### src/rtl/pc_sequencer_pkg.sv
// Shared processor definitions: sequencer state encoding and address defaults.
package pc_sequencer_pkg;

    typedef enum logic [1:0] {
        ST_RUN     = 2'd0,
        ST_WAIT_IN = 2'd1,
        ST_HALTED  = 2'd2
    } seq_state_e;

    localparam logic [31:0] INT_VECTOR_DEF = 32'd16;
    localparam logic [31:0] RESET_PC_DEF   = 32'd0;

    function automatic logic [31:0] branch_target(input logic [31:0] pc_plus1,
                                                  input logic [15:0] offset);
        return pc_plus1 + {{16{offset[15]}}, offset};
    endfunction

endpackage

### src/rtl/pc_sequencer_if.sv
// Control, branch, timer and status signals between the decode stage and the PC sequencer.
interface pc_sequencer_if;
    logic        PCFunct;
    logic        EnableClock;
    logic        Button;
    logic        BEQ;
    logic        BNE;
    logic        Zero;
    logic        ControlJump;
    logic        JumpReg;
    logic [25:0] JumpTarget;
    logic [15:0] BranchOffset;
    logic [31:0] RegTarget;
    logic        setClock;
    logic [31:0] SetValue;
    logic        getInterruption;
    logic [31:0] PC;
    logic [31:0] PCPlus1;
    logic [31:0] PCBuffer;
    logic        Interrupt;
    logic        Halted;
    logic        WaitingInput;

    modport master (
        output PCFunct, EnableClock, Button, BEQ, BNE, Zero, ControlJump, JumpReg,
               JumpTarget, BranchOffset, RegTarget, setClock, SetValue, getInterruption,
        input  PC, PCPlus1, PCBuffer, Interrupt, Halted, WaitingInput
    );

    modport slave (
        input  PCFunct, EnableClock, Button, BEQ, BNE, Zero, ControlJump, JumpReg,
               JumpTarget, BranchOffset, RegTarget, setClock, SetValue, getInterruption,
        output PC, PCPlus1, PCBuffer, Interrupt, Halted, WaitingInput
    );
endinterface

### src/rtl/pc_sequencer_button_sync_edge.sv
// Two-flop synchronizer for the asynchronous Button, plus a one-cycle rising-edge pulse.
module button_sync_edge (
    input  logic clock,
    input  logic reset,
    input  logic button_in,
    output logic button_rise
);
    logic sync1_q, sync1_d;
    logic sync2_q, sync2_d;
    logic prev_q, prev_d;

    always_comb begin
        sync1_d = button_in;
        sync2_d = sync1_q;
        prev_d  = sync2_q;
    end

    always_ff @(posedge clock or posedge reset) begin
        if (reset) begin
            sync1_q <= 1'b0;
            sync2_q <= 1'b0;
            prev_q  <= 1'b0;
        end else begin
            sync1_q <= sync1_d;
            sync2_q <= sync2_d;
            prev_q  <= prev_d;
        end
    end

    assign button_rise = sync2_q & ~prev_q;
endmodule

### src/rtl/pc_sequencer.sv
// Program counter sequencer: next-PC selection, halt / IN-stall FSM, and a quantum timer
// that raises a single-level interrupt.
module pc_sequencer
    import pc_sequencer_pkg::*;
#(
    parameter logic [31:0] INT_VECTOR = INT_VECTOR_DEF,
    parameter logic [31:0] RESET_PC   = RESET_PC_DEF
) (
    input  logic          clock,
    input  logic          reset,
    pc_sequencer_if.slave bus
);
    seq_state_e  state_q, state_d;
    logic [31:0] pc_q, pc_d;
    logic [31:0] pc_buf_q, pc_buf_d;
    logic [31:0] timer_q, timer_d;
    logic        pending_q, pending_d;
    logic        int_q, int_d;
    logic        halted_q, halted_d;
    logic        waiting_q, waiting_d;

    logic        btn_rise;
    logic [31:0] pc_plus1;
    logic [31:0] next_seq;
    logic        branch_taken;
    logic        advance;
    logic        take_int;

    button_sync_edge u_button_sync_edge (
        .clock      (clock),
        .reset      (reset),
        .button_in  (bus.Button),
        .button_rise(btn_rise)
    );

    always_comb begin
        pc_plus1     = pc_q + 32'd1;
        branch_taken = (bus.BEQ & bus.Zero) | (bus.BNE & ~bus.Zero);
        if (bus.JumpReg)
            next_seq = bus.RegTarget;
        else if (bus.ControlJump)
            next_seq = {pc_plus1[31:26], bus.JumpTarget};
        else if (branch_taken)
            next_seq = branch_target(pc_plus1, bus.BranchOffset);
        else
            next_seq = pc_plus1;
    end

    always_comb begin
        state_d   = state_q;
        pc_d      = pc_q;
        pc_buf_d  = pc_buf_q;
        timer_d   = timer_q;
        pending_d = pending_q;
        int_d     = int_q;
        halted_d  = halted_q;
        waiting_d = waiting_q;
        advance   = 1'b0;

        // Halt outranks the IN stall; HALTED is left only through reset.
        unique case (state_q)
            ST_RUN: begin
                if (!bus.PCFunct) begin
                    state_d  = ST_HALTED;
                    halted_d = 1'b1;
                end else if (!bus.EnableClock) begin
                    state_d   = ST_WAIT_IN;
                    waiting_d = 1'b1;
                end else begin
                    advance = 1'b1;
                end
            end
            ST_WAIT_IN: begin
                if (!bus.PCFunct) begin
                    state_d   = ST_HALTED;
                    halted_d  = 1'b1;
                    waiting_d = 1'b0;
                end else if (btn_rise) begin
                    state_d   = ST_RUN;
                    waiting_d = 1'b0;
                    advance   = 1'b1;
                end
            end
            default: ;
        endcase

        // Entry only from a RUN cycle that moves the PC, and never while an interrupt is live.
        take_int = advance && (state_q == ST_RUN) && pending_q && !int_q;

        if (bus.getInterruption)
            int_d = 1'b0;

        if (take_int) begin
            pc_d      = INT_VECTOR;
            pc_buf_d  = next_seq;
            int_d     = 1'b1;
            pending_d = 1'b0;
        end else if (advance) begin
            pc_d = next_seq;
        end

        if (bus.setClock) begin
            timer_d   = bus.SetValue;
            pending_d = 1'b0;
        end else if ((state_q == ST_RUN) && (timer_q != 32'd0)) begin
            timer_d = timer_q - 32'd1;
            if (timer_q == 32'd1)
                pending_d = 1'b1;
        end
    end

    always_ff @(posedge clock or posedge reset) begin
        if (reset) begin
            state_q   <= ST_RUN;
            pc_q      <= RESET_PC;
            pc_buf_q  <= 32'd0;
            timer_q   <= 32'd0;
            pending_q <= 1'b0;
            int_q     <= 1'b0;
            halted_q  <= 1'b0;
            waiting_q <= 1'b0;
        end else begin
            state_q   <= state_d;
            pc_q      <= pc_d;
            pc_buf_q  <= pc_buf_d;
            timer_q   <= timer_d;
            pending_q <= pending_d;
            int_q     <= int_d;
            halted_q  <= halted_d;
            waiting_q <= waiting_d;
        end
    end

    assign bus.PC           = pc_q;
    assign bus.PCPlus1      = pc_plus1;
    assign bus.PCBuffer     = pc_buf_q;
    assign bus.Interrupt    = int_q;
    assign bus.Halted       = halted_q;
    assign bus.WaitingInput = waiting_q;
endmodule
### src/flat_wrapper.sv
// flat-port wrapper written by rule: the top's interface ports become plain ports
module pc_sequencer_flat import pc_sequencer_pkg::*;
#(
    parameter logic [31:0] INT_VECTOR = INT_VECTOR_DEF,
    parameter logic [31:0] RESET_PC   = RESET_PC_DEF
)
  (clock, reset, bus_PCFunct, bus_EnableClock, bus_Button, bus_BEQ, bus_BNE, bus_Zero, bus_ControlJump, bus_JumpReg, bus_JumpTarget, bus_BranchOffset, bus_RegTarget, bus_setClock, bus_SetValue, bus_getInterruption, bus_PC, bus_PCPlus1, bus_PCBuffer, bus_Interrupt, bus_Halted, bus_WaitingInput);
  pc_sequencer_if bus_i ();
  input  logic clock;
  input  logic reset;
  input wire logic [$bits(bus_i.PCFunct)-1:0] bus_PCFunct;
  input wire logic [$bits(bus_i.EnableClock)-1:0] bus_EnableClock;
  input wire logic [$bits(bus_i.Button)-1:0] bus_Button;
  input wire logic [$bits(bus_i.BEQ)-1:0] bus_BEQ;
  input wire logic [$bits(bus_i.BNE)-1:0] bus_BNE;
  input wire logic [$bits(bus_i.Zero)-1:0] bus_Zero;
  input wire logic [$bits(bus_i.ControlJump)-1:0] bus_ControlJump;
  input wire logic [$bits(bus_i.JumpReg)-1:0] bus_JumpReg;
  input wire logic [$bits(bus_i.JumpTarget)-1:0] bus_JumpTarget;
  input wire logic [$bits(bus_i.BranchOffset)-1:0] bus_BranchOffset;
  input wire logic [$bits(bus_i.RegTarget)-1:0] bus_RegTarget;
  input wire logic [$bits(bus_i.setClock)-1:0] bus_setClock;
  input wire logic [$bits(bus_i.SetValue)-1:0] bus_SetValue;
  input wire logic [$bits(bus_i.getInterruption)-1:0] bus_getInterruption;
  output wire logic [$bits(bus_i.PC)-1:0] bus_PC;
  output wire logic [$bits(bus_i.PCPlus1)-1:0] bus_PCPlus1;
  output wire logic [$bits(bus_i.PCBuffer)-1:0] bus_PCBuffer;
  output wire logic [$bits(bus_i.Interrupt)-1:0] bus_Interrupt;
  output wire logic [$bits(bus_i.Halted)-1:0] bus_Halted;
  output wire logic [$bits(bus_i.WaitingInput)-1:0] bus_WaitingInput;
  assign bus_i.PCFunct = bus_PCFunct;
  assign bus_i.EnableClock = bus_EnableClock;
  assign bus_i.Button = bus_Button;
  assign bus_i.BEQ = bus_BEQ;
  assign bus_i.BNE = bus_BNE;
  assign bus_i.Zero = bus_Zero;
  assign bus_i.ControlJump = bus_ControlJump;
  assign bus_i.JumpReg = bus_JumpReg;
  assign bus_i.JumpTarget = bus_JumpTarget;
  assign bus_i.BranchOffset = bus_BranchOffset;
  assign bus_i.RegTarget = bus_RegTarget;
  assign bus_i.setClock = bus_setClock;
  assign bus_i.SetValue = bus_SetValue;
  assign bus_i.getInterruption = bus_getInterruption;
  assign bus_PC = bus_i.PC;
  assign bus_PCPlus1 = bus_i.PCPlus1;
  assign bus_PCBuffer = bus_i.PCBuffer;
  assign bus_Interrupt = bus_i.Interrupt;
  assign bus_Halted = bus_i.Halted;
  assign bus_WaitingInput = bus_i.WaitingInput;
  pc_sequencer #(.INT_VECTOR(INT_VECTOR), .RESET_PC(RESET_PC)) u_core (.clock(clock), .reset(reset), .bus(bus_i));
endmodule
### config.mk
export PLATFORM = sky130hd
export DESIGN_NAME = pc_sequencer_flat
export DESIGN_NICKNAME = d
export VERILOG_FILES = /design/src/rtl/pc_sequencer_pkg.sv /design/src/rtl/pc_sequencer_if.sv /design/src/rtl/pc_sequencer_button_sync_edge.sv /design/src/rtl/pc_sequencer.sv /design/src/flat_wrapper.sv
export SDC_FILE = /design/constraint.sdc
export NUM_CORES = 1
export LEC_CHECK = 0
export BUFFER_PORTS_ARGS = -buffer_cell sky130_fd_sc_hd__buf_2
export CAP_MARGIN = 20
export CORE_MARGIN = 1.5
export CORE_UTILIZATION = 49
export CTS_CLUSTER_DIAMETER = 40
export DETAILED_ROUTE_END_ITERATION = 8
export PLACE_DENSITY = 0.82
export SLEW_MARGIN = 10
export SYNTH_ARGS = -nofsm -noshare
export SYNTH_HDL_FRONTEND = slang
export SYNTH_SLANG_ARGS = --single-unit
### constraint.sdc
create_clock -name clock -period 3.6 [get_ports clock]
set_input_delay 0.72 -clock clock [delete_from_list [all_inputs] [get_ports clock]]
set_output_delay 0.72 -clock clock [all_outputs]
set_load 0.005 [all_outputs]
-- Yosys cells after proc, flatten, opt, wreduce, memory -nomap -nowiden
Index checks and enable logic that the tools add are counted.
- flip-flop bits (word level): 105
- input bits: 118
- add/sub/neg operators: 3
- eq/ne operators: 6
- mux-type cells: 28
- bitwise operators: 7
- reduce and logical (&&, ||, !) cells: 15
- operators by type and width (operator ; count):
    32-bit 2-to-1 mux ; 7
    32-bit by 1-bit adder with 32-bit output, second input constant ; 1
    32-bit adder ; 1
    32-bit by 1-bit == test with 1-bit output, second input constant ; 1
    32-bit nonzero test ; 1
    32-bit by 1-bit subtractor with 32-bit output, second input constant ; 1
    1-bit 2-to-1 mux ; 14
    2-bit 2-to-1 mux ; 4
    2-bit nonzero test ; 4
    1-bit logical AND ; 4
    2-bit inequality test, second input constant ; 2
    1-bit one-hot mux with 2 select lines ; 2
    2-bit one-hot mux with 2 select lines ; 1
    4-bit AND reduction ; 1
    1-bit bitwise AND ; 3
    3-bit by 2-bit inequality test with 1-bit output, second input constant ; 1
    3-bit inequality test, second input constant ; 1
    1-bit NOT ; 3
    3-bit AND reduction ; 1
    2-bit by 1-bit == test with 1-bit output, second input constant ; 1
    2-bit logical NOT ; 1
    2-bit AND reduction ; 1
    2-bit OR reduction ; 1
    1-bit logical NOT ; 1
    1-bit OR ; 1

-- Longest topological paths before layout
- depth after elaboration: 12
- depth in mapped cells: 15
- mapped depth without buffers: 15

-- Cells and area by module
A second synthesis with hierarchy kept.
- cell total of the unflattened synthesis: 958
- area, all modules: 7951.4 µm²
- by module, submodules not included (module ; times used ; cells an instance ; area an instance (µm²)):
    pc_sequencer ; 1 ; 953 ; 7858.8
    button_sync_edge ; 1 ; 5 ; 92.6

-- Least setup slack after synthesis
Ideal clock, no wire load.
- path kind: flip-flop to flip-flop
- from: register u_core.pc_q[2] (netlist: u_core.bus.PC[2])
- to: register u_core.pc_q[29] (netlist: u_core.bus.PC[29])
- library setup time: 0.134 ns
- arrival: 3.656 ns
- data required time: 3.466 ns
- path slack: -0.190 ns
- cell stages (with the launch flop): 15
- path buffers: 1
- clock period less this slack: 3.790 ns
- cell sequence: dfrtp_1 -> nand4_1 -> nor4_4 -> nand4_1 -> xnor2_1 -> ha_1 -> clkbuf_1 -> a21oi_1 -> o21a_1 -> o22ai_1 -> nor2_1 -> a2111oi_0 -> or3_1 -> a311oi_1 -> o31ai_1
- longest elaborated chain between the ends: 7
- ends and longest elaborated chain (element ; line ; RTL):
    start, declared ; pc_sequencer.sv:14 ; logic [31:0] pc_q, pc_d;
    start signal, assigned ; pc_sequencer.sv:124 ; pc_q <= pc_d;
    32-bit by 1-bit adder with 32-bit output ; pc_sequencer.sv:37 ; pc_plus1 = pc_q + 32'd1;
    via bus_PCPlus1[16] ; flat_wrapper.sv:26 ; output wire logic [$bits(bus_i.PCPlus1)-1:0] bus_PCPlus1;
    32-bit adder ; pc_sequencer_pkg.sv:15 ; return pc_plus1 + {{16{offset[15]}}, offset};
    32-bit 2-to-1 mux ; pc_sequencer.sv:43 ; else if (branch_taken)
    32-bit 2-to-1 mux ; pc_sequencer.sv:41 ; else if (bus.ControlJump)
    32-bit 2-to-1 mux ; pc_sequencer.sv:39 ; if (bus.JumpReg)
    32-bit 2-to-1 mux ; pc_sequencer.sv:98 ; end else if (advance) begin
    32-bit 2-to-1 mux ; pc_sequencer.sv:93 ; if (take_int) begin
The timed path passes the listed nets, and every way through them passes these cells. The select of a mux whose other input is x is not followed.
A chain may end at the register's enable or synchronous reset.

-- Final worst setup path
- from: register u_core.pc_q[1] (netlist: u_core.bus.PC[1])
- to: register u_core.pc_buf_q[25] (netlist: u_core.bus.PCBuffer[25])
- longest elaborated chain between the ends: 5
- ends and longest elaborated chain (element ; line ; RTL):
    32-bit by 1-bit adder with 32-bit output * ; pc_sequencer.sv:37 ;
    32-bit adder ; pc_sequencer_pkg.sv:15 ;
    32-bit 2-to-1 mux * ; pc_sequencer.sv:43 ;
    32-bit 2-to-1 mux * ; pc_sequencer.sv:41 ;
    32-bit 2-to-1 mux * ; pc_sequencer.sv:39 ;
    end signal, assigned ; pc_sequencer.sv:125 ; pc_buf_q <= pc_buf_d;
    end, declared ; pc_sequencer.sv:15 ; logic [31:0] pc_buf_q, pc_buf_d;
Mark *: on every way between the ends. The rest lies on a longest branch, timed or not.

==> impl_metrics.csv <==
group,metric,value,unit
outcome,status,"finished with violations",
outcome,violations,"negative setup slack",
logic_synthesis,ys_ff_latch,105,
power,peakVddDrop,0.276,mV
die,rows,46,
route,vias,8924,
timing,relSlewSlack,0.400,
critical_path,cp-end-kind,"flip-flop",
route,first_pass_iters,8,
clock_tree,clock_latency,350,ps
route,drt_iter0_markers,880,
global_route,grt.total_usage,0.317,
critical_path,path_class,"reg2reg",
power,clockPowerShare,0.288,
clock_tree,cts_buffer_depth,2,
flow_run,drv_cap,0,
logic_synthesis,synth_area,0.00787,mm2
clock_tree,htreeDepth,3,
logic_synthesis,synth_top_cell_by_area,"dfrtp_1",
placement,gp_congestion,0.999,
power,p_sw_frac,0.323,
logic_synthesis,synth_ff_type,"dfrtp_1",
power,power,3.62,mW
power,p_seq_frac,0.364,
route,viasPerCell,5.82,
logic_synthesis,syn_inst,965,
placement,dp_hpwl,21.3,mm
power,internal_power,2.45,mW
die,coreArea,0.0158,mm2
timing,hold_violations,0,
logic_synthesis,synth.avg_cell_area,8.16,um2
final_layout,area_growth_syn_to_layout,43.0,%
timing,fin_crit,3640,ps
timing,worst_pin_slew,900,ps
route,ant_nets,0,
logic_synthesis,synth_fp_nets,1125,
die,die_w,130,um
logic_synthesis,synth-edff-count,0,
die,io_pins,217,
logic_synthesis,synth_area_leaders,"dfrtp_1, nand2_1, o21ai_0",
final_layout,nFillCells,1238,
final_layout,drive_gt1_frac,0.380,
critical_path,cp_max_fo,5,
power,pwr_density_cell,321,mW/mm2
clock_tree,cts.clk_slew.worst_paths,70,ps
timing,maxSlewViolCount,0,
clock_tree,cts_tree,"built",
logic_synthesis,synth.distinct_cells,67,
power,p_sw,1.17,mW
timing,fmax,0.275,GHz
critical_path,crit_arrival,3870,ps
final_layout,final_area,0.0113,mm2
power,leakage,5.50,nW
timing,fin_setup_tns,-82.3,ps
global_route,grt_max_degree,106,
die,start_util,0.499,
critical_path,cp-start-kind,"flip-flop",
placement,postPlaceCellArea,0.0102,mm2
timing,fin_worst_skew,7.05,ps
final_layout,fin_nets,1472,
worst_hold_path,hold_path.class,"reg2reg",
timing,fin_ws,-37.5,ps
route,wl_per_cell,18.4,um
clock_tree,root_buffer,"clkbuf_16",
logic_synthesis,synth_top_area_frac,0.334,
logic_synthesis,async_reset_ff_frac,1.00,
route,routed_wl,28.3,mm
die,die_height,130,um
clock_tree,cts_made_buffers,9,
global_route,gr-total-overflow,0,
global_route,grt_pass1_wl,41.1,mm
timing,setup_viol,3,
final_layout,insertedDiodeCount,0,
global_route,antenna_found_initial,0,
placement,io_buffers,216,
logic_synthesis,yosysWarnings,0,
route,drc,0,
timing,rsz0062_at_grt,"true",
power,power_frac_comb,0.347,
logic_synthesis,synth.most_common_cell,"nand2_1",
critical_path,cp.required,3830,ps
logic_synthesis,synthTopCellsByCount,"nand2_1, dfrtp_1, o21ai_0",
die,die_area,0.0168,mm2
global_route,grt_pass1_vias,7798,
clock_tree,cts.sinks,105,
logic_synthesis,synth_seq_area_share,0.334,
timing,timing.final.crit_share,1.01,
## cells in the final DEF (no fill, tap or decap), types with 5 or more instances in the layout
master	n
a21o_1	13
o21bai_1	6
mux2i_1	8
buf_4	157
nand3_2	6
buf_2	216
nand3_1	19
o211ai_1	14
nor2b_1	7
o21ai_1	14
o21ai_0	90
a21oi_2	10
nand2_1	169
and2_1	8
and3_1	12
a22oi_1	5
o22ai_1	5
clkbuf_16	9
nor2_1	52
inv_1	22
nand3b_1	6
xnor2_1	30
and4_1	7
a22o_1	6
ha_4	13
xnor2_2	12
or4_1	5
dfrtp_1	102
nand2b_1	8
o31ai_1	11
nand4_1	23
ha_1	27
a21oi_1	49
o21a_1	6
nor3_1	10
a211oi_1	7
mux2_2	9
a31oi_1	5
xor2_1	33
## state kept, by name, summed over array words and instances (netlist names), 2 cells and up
register	cells
u_core.state_q	2
u_core.timer_q	32
u_core.bus.PC	32
u_core.bus.PCBuffer	32
## power by group through the flow
stage | Sequential, mW | Combinational (mW) | Clock [mW]
6_report | 1.32 | 1.26 | 1.04
5_1_grt | 1.33 | 1.35 | 1.10
4_1_cts | 1.31 | 1.11 | 1.06
3_5_place_dp | 1.33 | 1.08 | 0
3_3_place_gp | 1.33 | 1.07 | 0
2_1_floorplan | 1.34 | 0.567 | 0
## critical path: stages (launching register included)
cell and delay [ps]:
dfrtp_2 410, ha_4 170, nand2_4 60, nor4_4 310, buf_4 190, nand4_1 130
xnor2_2 300, ha_4 270, a21oi_4 160, o21a_1 200, o22ai_2 110, nor2_2 190
buf_4 140, buf_4 110, nand4_1 80, nor3b_1 140, o21ai_0 280, buf_4 190
a31oi_1 80
## logic make-up after synthesis
group | synth area share
AO/OA/AOI/OAI | 0.226
XOR/XNOR | 0.0890
adder cells (fa/ha/maj) | 0.0677
buffers and inverters | 0.0334
flip-flops | 0.334
multiplexers | 0.0243
AND/OR/NAND/NOR | 0.226
## per-layer routing
| metal | wire length [um] | GRT usage | vias to the layer above |
|---|---|---|---|
| li1 | - | - | 4177 |
| met5 | 0 | 0 | - |
| met2 | 12700 | 0.495 | 467 |
| met1 | 12300 | 0.461 | 4234 |
| met3 | 2750 | 0.0508 | 46 |
| met4 | 511 | 0.0778 | 0 |
## area by class of cell
class	instances	area, um2	share of cell area
multi-input cells	792	5560	0.494
flip-flops and latches	105	2630	0.234
repair buffers	381	2380	0.212
well taps	216	270	0.0240
clock buffers	10	229	0.0203
clock inverters	6	90.1	0.00800
inverters	23	90.1	0.00800
## worst paths after layout
check	depth (start not counted)	startpoint	slack [ps]	endpoint
min	0	u_core.u_button_sync_edge.sync1_q	350	u_core.u_button_sync_edge.prev_d
max	18	u_core.bus.PC[1]	-40	u_core.bus.PCBuffer[25]
max reg2reg	18	u_core.bus.PC[1]	-40	u_core.bus.PCBuffer[25]
min reg2reg	0	u_core.u_button_sync_edge.sync1_q	350	u_core.u_button_sync_edge.prev_d
max in group asynchronous	3	reset	2640	u_core.bus.PC[0]
min in group asynchronous	3	reset	500	u_core.bus.PCBuffer[26]
## per-stage QoR
step	std cells	setup slack [ps]	util	hold slack [ps]
5_1_grt	1533	-150	0.714	366
2_1_floorplan	965	13.6	-	331
6_report	1533	-37.5	0.714	353
3_3_place_gp	1489	-109	0.644	337
4_1_cts	1512	-22.4	0.674	353
3_5_place_dp	1489	-111	0.644	339
## timing repair
action	in CTS	in global routing
pin swaps	17	49
setup buffers	7	23
gates resized for setup	25	84
hold buffers	0	0
setup endpoints to repair	10	41
(Power assumes the default switching activity.)
